**src/rtl/super4_pkg.sv**
```systemverilog
// Shared types for the super4 player blocks (click_input, game).
package super4_pkg;
  localparam int NUM_PLAYERS = 4;

  typedef logic [1:0]             player_t;
  typedef logic [NUM_PLAYERS-1:0] click_vec_t;
endpackage

```
**src/rtl/click_debounce.sv**
```systemverilog
// One button channel: 2-flop synchronizer, run-length debouncer and a rise
// strobe that fires on the cycle whose clock edge sets `stable`.
module click_debounce #(
  parameter int DEBOUNCE_CYCLES = 4
) (
  input  logic clk,
  input  logic rst,
  input  logic btn,
  output logic stable,
  output logic rise
);
  if (DEBOUNCE_CYCLES < 2 || DEBOUNCE_CYCLES > 255) begin : g_bad_param
    $error("click_debounce: DEBOUNCE_CYCLES must be in 2..255");
  end

  localparam logic [7:0] LAST = 8'(DEBOUNCE_CYCLES - 1);

  logic       sync1, btn_s;
  logic [7:0] cnt;
  logic       flip;

  // Accepting the D-th differing sample; the flop update and the strobe
  // are both derived from this so click and held move on the same edge.
  assign flip = (btn_s != stable) && (cnt == LAST);
  assign rise = flip && !stable;

  always_ff @(posedge clk or posedge rst) begin
    if (rst) begin
      sync1  <= 1'b0;
      btn_s  <= 1'b0;
      cnt    <= '0;
      stable <= 1'b0;
    end else begin
      sync1 <= btn;
      btn_s <= sync1;
      if (btn_s == stable) begin
        cnt <= '0;
      end else if (flip) begin
        stable <= ~stable;
        cnt    <= '0;
      end else begin
        cnt <= cnt + 8'd1;
      end
    end
  end
endmodule

```
**src/rtl/click_input.sv**
```systemverilog
// Button front end for game: sync + debounce per player, press -> click pulse.
// Define CLICK_ARB_EN to serialize simultaneous presses round-robin (one-hot).
module click_input
  import super4_pkg::*;
#(
  parameter int DEBOUNCE_CYCLES = 4
) (
  input  logic       clk,
  input  logic       rst,
  input  logic [3:0] btn,
  output logic [3:0] click,
  output logic [3:0] held
);
  click_vec_t rise;

  for (genvar i = 0; i < NUM_PLAYERS; i++) begin : g_ch
    click_debounce #(
      .DEBOUNCE_CYCLES(DEBOUNCE_CYCLES)
    ) u_deb (
      .clk   (clk),
      .rst   (rst),
      .btn   (btn[i]),
      .stable(held[i]),
      .rise  (rise[i])
    );
  end

`ifdef CLICK_ARB_EN
  click_vec_t pending, pending_nxt, grant;
  player_t    ptr, ptr_nxt, idx;

  // First pending bit at or after ptr wins; a same-cycle rise re-arms it.
  always_comb begin
    grant   = '0;
    ptr_nxt = ptr;
    idx     = ptr;
    for (int k = 0; k < NUM_PLAYERS; k++) begin
      idx = ptr + player_t'(k);
      if (grant == '0 && pending[idx]) begin
        grant[idx] = 1'b1;
        ptr_nxt    = idx + player_t'(1);
      end
    end
    pending_nxt = (pending & ~grant) | rise;
  end

  always_ff @(posedge clk or posedge rst) begin
    if (rst) begin
      pending <= '0;
      ptr     <= '0;
      click   <= '0;
    end else begin
      pending <= pending_nxt;
      ptr     <= ptr_nxt;
      click   <= grant;
    end
  end
`else
  always_ff @(posedge clk or posedge rst) begin
    if (rst) click <= '0;
    else     click <= rise;
  end
`endif
endmodule

```
**config.mk**
```make
export PLATFORM = sky130hd
export DESIGN_NAME = click_input
export DESIGN_NICKNAME = d
export VERILOG_FILES = /design/src/rtl/super4_pkg.sv /design/src/rtl/click_debounce.sv /design/src/rtl/click_input.sv
export SDC_FILE = /design/constraint.sdc
export NUM_CORES = 1
export LEC_CHECK = 0
export BUFFER_PORTS_ARGS = -buffer_cell sky130_fd_sc_hd__buf_2
export CORE_AREA = 2 2 95 51
export DETAILED_ROUTE_END_ITERATION = 10
export DIE_AREA = 0 0 97 53
export GPL_TIMING_DRIVEN = 0
export PLACE_DENSITY = 0.67
export SLEW_MARGIN = 20
export SYNTH_ARGS = -nofsm -noshare
export SYNTH_HDL_FRONTEND = slang
export SYNTH_HIERARCHICAL = 1
export SYNTH_SLANG_ARGS = --single-unit
```
**constraint.sdc**
```tcl
create_clock -name clk -period 1.61 [get_ports clk]
set_input_delay 0.0805 -clock clk [delete_from_list [all_inputs] [get_ports clk]]
set_output_delay 0.0805 -clock clk [all_outputs]
set_load 0.05 [all_outputs]
```
==> flow_summary.ini, run 1 <==
[min_path]
worstHoldPathType = primary input to async pin

[power]
p_seq_frac = 0.483
p_int_mw = 2.16
power_density_nw_per_um2 = 1400
total_power_mw = 3.31
power.leakage_nw = 1.08
switching_share = 0.346
switching_power_mw = 1.15
power.share.clock = 0.250
p_comb_frac = 0.267
ir_drop_mv = 0.663

[floorplanning]
core_um2 = 4280
floorplan.rows = 17
start_util = 0.488
io_pins = 14
die_y_um = 53
die_w_um = 97
die_area_um2 = 5140

[sta]
final_max_slew_viol_count = 0
min_period_ns = 1.47
fin_skew_ns = 0.00424
setup_viol = 0
hold_viol_final = 0
finalCritPeriodShare = 0.913
rsz0062_at_grt = false
worst_slew_pin_slew_ns = 0.425
max_freq_ghz = 0.681
fin_setup_tns_ns = 0
relSlewSlack = 0.716

[logic_synthesis]
synthFlopType = dfrtp_1
yosysTopAreaCellShare = 0.576
synthesis.area_um2 = 2090
synth_seq_cells = 48
async_flop_share = 1.00
ys_warn_count = 6
netlist_instances = 184
yosys.area.top_type = dfrtp_1
seq_area_frac_synth = 0.576
syn_avg_cell_area_um2 = 11.3
synth_most_common_cell = dfrtp_1
syn-num-nets = 198
yosys-top-cells-area = dfrtp_1 58%, ha_1 4.8%, xnor2_1 4.6%
synth-edff-count = 0
ys_types = 23
synthTopCellsByCount = 48 x dfrtp_1, 19 x nor2_1

[critical_path]
timing.rr.start = g_ch[3].u_deb/cnt[0]$_DFF_PP0_
cpLargestDelayFamily = flip-flops
arrival_ns = 1.66
crit_chain = ha_1, nor4b_2, nand2_1, mux2_4
timing.critical_path.buf_inv = 0
reg2reg_to = g_ch[3].u_deb/stable$_DFFE_PP0P_
critPathMaxStageDelay_ns = 0.43
cp.required_ns = 1.80
slowest_stage = dfrtp_1
critPathKind = flop to flop
start_kind = flop
crit_fanout = 5
r2r_slack_ns = 0.14
reg2reg_depth = 4
cp-end-kind = flop

[place]
portBuffers = 13
hpwl_mm = 2.83
place_congestion = 0.799
place_inst = 254

[clock_network]
cts_tree = done
path_clk_slew_ns = 0.08
clockRootBuffer = clkbuf_8
cts_buffers = 5
clk_latency_ns = 0.30
htreeDepth = 2
cts_buffer_depth = 2
cts-resized-gates = 0
cts_num_sinks = 48

[finish]
nNetsFinal = 223
instances_no_fill = 265
diodes = 0
drive_gt1_frac = 0.149
syn_to_final_growth_pct = 13.7
fin_util = 0.555

[global_routing]
grt_use_total = 0.172
grt_max_degree = 14
antenna_found_initial = 0
grt_pass1_wl_mm = 6.67
overflow = 0
grt_pass1_vias = 1462

[route]
drc = 0
drt-initial-drc-count = 29
routed_wl_mm = 3.71
final_antenna_net_count = 0
dr.pass1.iters = 4
dr_total_vias = 1401
vias_per_cell = 5.29
wl_per_cell_um = 14.0

[flow_run]
maxCapViolations = 0

[run_status]
outcome = finished, final reports clean
metrics by stage:
stage | hold WS, ns | cell area, µm² | setup WS (ns)
final | 0.244 | 2370 | 0.141
after global routing | 0.276 | 2370 | 0.0290
after global placement | 0.0271 | 2220 | 0.194
after detailed placement | 0.0299 | 2220 | 0.151
after CTS | 0.253 | 2370 | 0.142
after floorplan | -0.153 | 2090 | 0.299
power by group through the flow:
stage,logic (mW),clock network (mW),registers [mW]
floorplan,0.500,0,1.78
global placement,0.866,0,1.60
detailed placement,0.889,0,1.62
CTS,0.902,0.844,1.60
global route,0.987,0.899,1.63
finish,0.885,0.828,1.60
cells by family after synthesis:
family | share of synthesized area
xor gates and xnor gates | 0.0671
adders and majority gates | 0.0480
muxes | 0.0270
DFF | 0.576
and+or+nand+nor | 0.181
AOI/OAI and AO/OA | 0.0797
buffers and inverters | 0.0216
sequential cells by signal, indices dropped and copies added, names as in the netlist:
| register | flops |
|---|---|
| g_ch.u_deb/stable | 4 |
| g_ch.u_deb/sync1 | 4 |
| g_ch.u_deb/btn_s | 4 |
| g_ch.u_deb/cnt | 32 |
| click | 4 |
worst reg2reg max path, delay by kind of cell, from the launching register on:
| family | cells | cell delay [ns] |
|---|---|---|
| flip-flops | 1 | 0.43 |
| adder cells (fa/ha/maj) | 1 | 0.22 |
| AND/OR/NAND/NOR | 2 | 0.40 |
| multiplexers | 1 | 0.31 |
metal layers:
layer  share of wire  global-route usage  up-vias
li1                -                   -      679
met1            0.47               0.211      692
met5               0                   0        -
met4           0.018              0.0751        0
met2            0.47               0.288       22
met3           0.038              0.0528        8
how the worst max path moves through the flow:
stage	from	slack, ns	end	cells after the start
2_1_floorplan	g_ch[0].u_deb/cnt[0]$_DFF_PP0_	0.30	g_ch[0].u_deb/stable$_DFFE_PP0P_	4
3_3_place_gp	g_ch[3].u_deb/cnt[0]$_DFF_PP0_	0.19	g_ch[3].u_deb/stable$_DFFE_PP0P_	4
3_5_place_dp	g_ch[3].u_deb/cnt[0]$_DFF_PP0_	0.15	g_ch[3].u_deb/stable$_DFFE_PP0P_	4
4_1_cts	g_ch[3].u_deb/cnt[0]$_DFF_PP0_	0.14	g_ch[3].u_deb/stable$_DFFE_PP0P_	4
5_1_grt	g_ch[0].u_deb/cnt[0]$_DFF_PP0_	0.03	g_ch[0].u_deb/stable$_DFFE_PP0P_	4
6_report	g_ch[3].u_deb/cnt[0]$_DFF_PP0_	0.14	g_ch[3].u_deb/stable$_DFFE_PP0P_	4
placed cells by master (no fill, tap or decap):
cell           synthesis  layout
a21o_1                 3       3
o21ai_0               12      12
dlygate4sd3_1          0       5
clkbuf_8               0       5
dfrtp_1               48      48
a21boi_1               1       1
inv_1                 12      12
nand4_1                4       4
and3_1                 1       1
buf_2                  0      13
or3_1                 12      12
nand3_1               12      12
nand2_1                8       8
a21bo_2                1       1
xnor2_1               11      11
nor4_2                 1       1
a21oi_1                8       8
nor3b_1                5       5
xor2_1                 5       5
a21oi_2                3       3
mux2_4                 3       3
bufinv_16              0       1
ha_1                   8       8
nor4b_2                3       3
nor3_1                 3       3
nor2_1                19      19
mux2_2                 1       1
cell type report:
cell class	instances	area, µm²
Tap cell	57	71.3
Fill cell	372	1900
Timing Repair Buffer	18	115
Sequential cell	48	1200
Multi-Input combinational cell	124	841
Clock buffer	5	68.8
Clock inverter	1	30.0
Inverter	12	45.0
repair_timing:
action,in CTS,in global routing
hold endpoints to repair,52,0
hold buffers,5,0
buffers inserted,0,0
No activity file was read; power rests on OpenSTA's default activity.
==> run 2: changes to the inputs <==
--- a/config.mk
+++ b/config.mk
@@ -10,7 +10,7 @@
 export DETAILED_ROUTE_END_ITERATION = 10
 export DIE_AREA = 0 0 97 53
 export GPL_TIMING_DRIVEN = 0
-export PLACE_DENSITY = 0.67
+export PLACE_DENSITY = 0.7
 export SLEW_MARGIN = 20
 export SYNTH_ARGS = -nofsm -noshare
 export SYNTH_HDL_FRONTEND = slang
==> run 2 against run 1 <==
Compared with the run above:
- register-to-register slack gained 0.02 ns
- clock power decreased by 24%
- setup slack improved by 0.020 ns
- critical path type unchanged
- highest routed layer unchanged
==> flow_summary.ini, run 2 (synthesis gave the netlist of run 1 again) <==
[run_status]
outcome = finished, final reports clean

[power]
p_seq_frac = 0.513
switching_share = 0.359
p_comb_frac = 0.286
power_density_nw_per_um2 = 1330
power.share.clock = 0.200
p_int_mw = 2.00
power.leakage_nw = 1.07
ir_drop_mv = 0.538
total_power_mw = 3.12
switching_power_mw = 1.12

[sta]
hold_viol_final = 0
min_period_ns = 1.45
relSlewSlack = 0.709
worst_slew_pin_slew_ns = 0.436
final_max_slew_viol_count = 0
finalCritPeriodShare = 0.900
fin_skew_ns = 0.00393
setup_viol = 0
rsz0062_at_grt = false
max_freq_ghz = 0.690
fin_setup_tns_ns = 0

[place]
place_congestion = 0.729
hpwl_mm = 2.52
portBuffers = 13

[floorplanning]
start_util = 0.488
floorplan.rows = 17
io_pins = 14
die_y_um = 53
core_um2 = 4280
die_area_um2 = 5140
die_w_um = 97

[critical_path]
cpLargestDelayFamily = flip-flops
cp.required_ns = 1.80
crit_chain = ha_1, nor4b_4, nand2_1, mux2_4
arrival_ns = 1.63
timing.critical_path.buf_inv = 0
cp-end-kind = flop
crit_cells = 4
critPathMaxStageDelay_ns = 0.43
critPathKind = flop to flop
reg2reg_depth = 4
start_kind = flop
crit_fanout = 5
slowest_stage = dfrtp_1

[global_routing]
grt_max_degree = 13
grt_pass1_wl_mm = 5.99
grt_use_total = 0.157
antenna_found_initial = 0
grt_pass1_vias = 1243
overflow = 0

[finish]
layout_commonest_cell = dfrtp_1
syn_to_final_growth_pct = 12.9
regMostFlops = g_ch.u_deb/cnt
diodes = 0
fill_cells = 390
layout_common_cells = 48 x dfrtp_1, 19 x nor2_1, 13 x buf_2
largest_reg_flops = 32
drive_gt1_frac = 0.150
nNetsFinal = 223

[flow_run]
maxCapViolations = 0

[route]
dr_total_vias = 1338
routed_wl_mm = 3.45
wl_per_cell_um = 13.1
dr.pass1.iters = 4
drt-initial-drc-count = 49
vias_per_cell = 5.07
drc = 0
final_antenna_net_count = 0

[clock_network]
cts_num_sinks = 48
clk_latency_ns = 0.29
cts_tree = done
path_clk_slew_ns = 0.08
htreeDepth = 2
clockRootBuffer = clkbuf_8
cts_buffer_depth = 2
cts_buffers = 5

[min_path]
worstHoldPathType = primary input to async pin
run 2: changes by cell type in the layout (fill, tap and decap cells not counted), sizes merged:
cell and delta:
bufinv -1
run 2: area by class of cell:
type,count,area [µm²],area share
Clock buffer,5,68.8,0.0292
Inverter,12,45.0,0.0191
Multi-Input combinational cell,124,855,0.363
Sequential cell,48,1200,0.510
Tap cell,57,71.3,0.0303
Timing Repair Buffer,18,115,0.0489
run 2: path summary, 6_finish.rpt:
check,startpoint,end,slack (ns)
min reg2reg,g_ch[3].u_deb/sync1$_DFF_PP0_,g_ch[3].u_deb/btn_s$_DFF_PP0_,0.35
min,rst,click[2]$_DFF_PP0_,0.27
max,g_ch[2].u_deb/cnt[0]$_DFF_PP0_,g_ch[2].u_deb/stable$_DFFE_PP0P_,0.16
min in group clk,g_ch[3].u_deb/sync1$_DFF_PP0_,g_ch[3].u_deb/btn_s$_DFF_PP0_,0.35
max in group asynchronous,rst,g_ch[1].u_deb/cnt[0]$_DFF_PP0_,0.95
max reg2reg,g_ch[2].u_deb/cnt[0]$_DFF_PP0_,g_ch[2].u_deb/stable$_DFFE_PP0P_,0.16
run 2: metrics by stage:
stage                     std cells  area (µm²)  hold WS [ns]  utilization  worst slack (ns)
after floorplan                 184        2090        -0.153            -             0.299
after global placement          254        2220        0.0540        0.520             0.169
after detailed placement        254        2220        0.0504        0.520             0.123
after CTS                       264        2340         0.272        0.548             0.121
after global routing            264        2360         0.272        0.551            0.0129
final                           264        2360         0.267        0.551             0.161
run 2: metal layers:
metal | GRT usage | wire, µm | vias up
met5 | 0 | 0 | -
met4 | 0.0775 | 65 | 0
met3 | 0.0436 | 117 | 6
met2 | 0.203 | 1280 | 21
met1 | 0.237 | 1980 | 632
li1 | - | - | 679
run 2: timing repair:
action | in CTS | in global routing
endpoints found under the setup margin | 0 | 2
buffers inserted | 0 | 0
hold buffers | 5 | 0
resized for setup | 0 | 2
endpoints found under the hold margin | 52 | 0
run 2: tightest hold or removal path, cell delays in order:
cell and delay, ns:
dlygate4sd3_1 0.53, buf_2 0.15, inv_1 0.18
run 2: power by group through the flow:
stage / clock network (mW) / registers, mW / logic, mW
2_1_floorplan: 0 / 1.78 / 0.500
3_3_place_gp: 0 / 1.61 / 0.878
3_5_place_dp: 0 / 1.62 / 0.884
4_1_cts: 0.659 / 1.60 / 0.898
5_1_grt: 0.727 / 1.64 / 0.986
6_report: 0.626 / 1.60 / 0.894
==> run 3: changes to the inputs <==
--- a/config.mk
+++ b/config.mk
@@ -6,11 +6,11 @@
 export NUM_CORES = 1
 export LEC_CHECK = 0
 export BUFFER_PORTS_ARGS = -buffer_cell sky130_fd_sc_hd__buf_2
-export CORE_AREA = 2 2 95 51
+export CORE_AREA = 2 2 106 57
 export DETAILED_ROUTE_END_ITERATION = 10
-export DIE_AREA = 0 0 97 53
+export DIE_AREA = 0 0 108 59
 export GPL_TIMING_DRIVEN = 0
-export PLACE_DENSITY = 0.7
+export PLACE_DENSITY = 0.58
 export SLEW_MARGIN = 20
 export SYNTH_ARGS = -nofsm -noshare
 export SYNTH_HDL_FRONTEND = slang
==> run 3 against run 2 <==
Compared with the run above:
- non-clock buffer count unchanged
- critical path type unchanged
- clock power grew 20%
- global-route usage decreased by 3.5 points
- routed wire length up 0.90%
- sequential share of layout area decreased by 0.72 points
- die area grew 24%
- hold slack worse by 0.023 ns
- critical path depth did not move
- combinational power shrank 0.8%
- largest cell class unchanged
==> flow_summary.ini, run 3 (synthesis gave the netlist of run 1 again) <==
[finish]
layout_commonest_cell = dfrtp_1
layout_common_cells = 48 x dfrtp_1, 19 x nor2_1, 13 x buf_2
drive_gt1_frac = 0.157
regMostFlops = g_ch.u_deb/cnt
largest_reg_flops = 32
syn_to_final_growth_pct = 14.5
nNetsFinal = 223
fin_util = 0.447
diodes = 0

[floorplanning]
die_area_um2 = 6370
die_w_um = 108
die_y_um = 59
core_um2 = 5350
io_pins = 14
start_util = 0.390
floorplan.rows = 19

[critical_path]
r2r_slack_ns = 0.14
reg2reg_depth = 4
slowest_stage = dfrtp_1
arrival_ns = 1.65
critPathKind = flop to flop
crit_chain = ha_1, nor4b_2, nand2_1, mux2_4
cpLargestDelayFamily = flip-flops
cp-end-kind = flop
start_kind = flop
reg2reg_to = g_ch[0].u_deb/stable$_DFFE_PP0P_
critPathMaxStageDelay_ns = 0.43
crit_fanout = 5
timing.critical_path.buf_inv = 0
cp.required_ns = 1.80
timing.rr.start = g_ch[0].u_deb/cnt[0]$_DFF_PP0_

[power]
ir_drop_mv = 0.429
p_int_mw = 2.07
p_seq_frac = 0.492
switching_power_mw = 1.16
p_comb_frac = 0.275
power_density_nw_per_um2 = 1350
switching_share = 0.359
power.leakage_nw = 1.08
power.share.clock = 0.233

[clock_network]
postCtsSetupBuffers = 0
cts-resized-gates = 0
cts_num_sinks = 48
cts_buffer_depth = 2
clockRootBuffer = clkbuf_8
clk_latency_ns = 0.30
path_clk_slew_ns = 0.09
htreeDepth = 2
cts_tree = done
cts_buffers = 5
cts_hold_buf = 5

[sta]
worst_slew_pin_slew_ns = 0.441
setup_viol = 0
relSlewSlack = 0.705
finalCritPeriodShare = 0.911
final_max_slew_viol_count = 0
min_period_ns = 1.47
rsz0062_at_grt = false
layout_setup_ws_ns = 0.143
fin_setup_tns_ns = 0
max_freq_ghz = 0.682
fin_skew_ns = 0.00877
hold_viol_final = 0

[global_routing]
grt_pass1_wl_mm = 5.94
grt_max_degree = 16
grt_pass1_vias = 1385
antenna_found_initial = 0
grt_use_total = 0.122
overflow = 0

[place]
place_congestion = 0.714
hpwl_mm = 2.49
pre_cts_ws_ns = 0.170
portBuffers = 13

[run_status]
outcome = finished, final reports clean

[route]
dr_total_vias = 1374
wl_per_cell_um = 12.3
dr.pass1.iters = 4
final_antenna_net_count = 0
drt-initial-drc-count = 43
routed_wl_mm = 3.48
drc = 0
vias_per_cell = 4.86

[min_path]
worstHoldPathType = primary input to async pin

[flow_run]
maxCapViolations = 0
-- run 3: worst max-delay path by stage --
stage | startpoint | endpoint | slack (ns) | depth (start not counted)
floorplan | g_ch[0].u_deb/cnt[0]$_DFF_PP0_ | g_ch[0].u_deb/stable$_DFFE_PP0P_ | 0.30 | 4
global placement | g_ch[3].u_deb/cnt[0]$_DFF_PP0_ | g_ch[3].u_deb/stable$_DFFE_PP0P_ | 0.20 | 4
detailed placement | g_ch[2].u_deb/cnt[0]$_DFF_PP0_ | g_ch[2].u_deb/stable$_DFFE_PP0P_ | 0.17 | 4
CTS | g_ch[0].u_deb/cnt[0]$_DFF_PP0_ | g_ch[0].u_deb/stable$_DFFE_PP0P_ | 0.13 | 4
global route | g_ch[3].u_deb/cnt[0]$_DFF_PP0_ | g_ch[3].u_deb/stable$_DFFE_PP0P_ | 0.05 | 4
finish | g_ch[0].u_deb/cnt[0]$_DFF_PP0_ | g_ch[0].u_deb/stable$_DFFE_PP0P_ | 0.14 | 4
-- run 3: per-layer routing --
layer  track usage  vias up  share of wire
li1              -      676              -
met2         0.217       11           0.50
met5             0        -              0
met4        0.0549        0          0.016
met3        0.0396        4          0.028
met1         0.138      683           0.46
-- run 3: power groups by stage --
stage               Sequential [mW]  Combinational (mW)  Clock [mW]
finish                         1.59               0.887       0.753
global placement               1.60               0.870           0
CTS                            1.59               0.905       0.795
detailed placement             1.61               0.891           0
floorplan                      1.78               0.500           0
global route                   1.62               0.981       0.851
-- run 3: area by class of cell --
type / instances / area (µm²)
Timing Repair Buffer: 18 / 115
Sequential cell: 48 / 1200
Inverter: 12 / 45.0
Tap cell: 73 / 91.3
Multi-Input combinational cell: 124 / 841
Clock inverter: 2 / 13.8
Clock buffer: 6 / 82.6
Fill cell: 529 / 2960
-- run 3: worst reg2reg max path, cell delays in order (launching register included) --
cell     delay [ns]
dfrtp_1        0.43
ha_1           0.21
nor4b_2        0.26
nand2_1        0.14
mux2_4         0.31
-- run 3: stage by stage --
stage               cells  area, µm²  hold WS [ns]  total power [mW]
finish                283       2390         0.243              3.23
global placement      270       2240        0.0267              2.47
CTS                   283       2390         0.251              3.29
detailed placement    270       2240        0.0258              2.50
floorplan             184       2090        -0.153              2.28
global route          283       2390         0.253              3.46
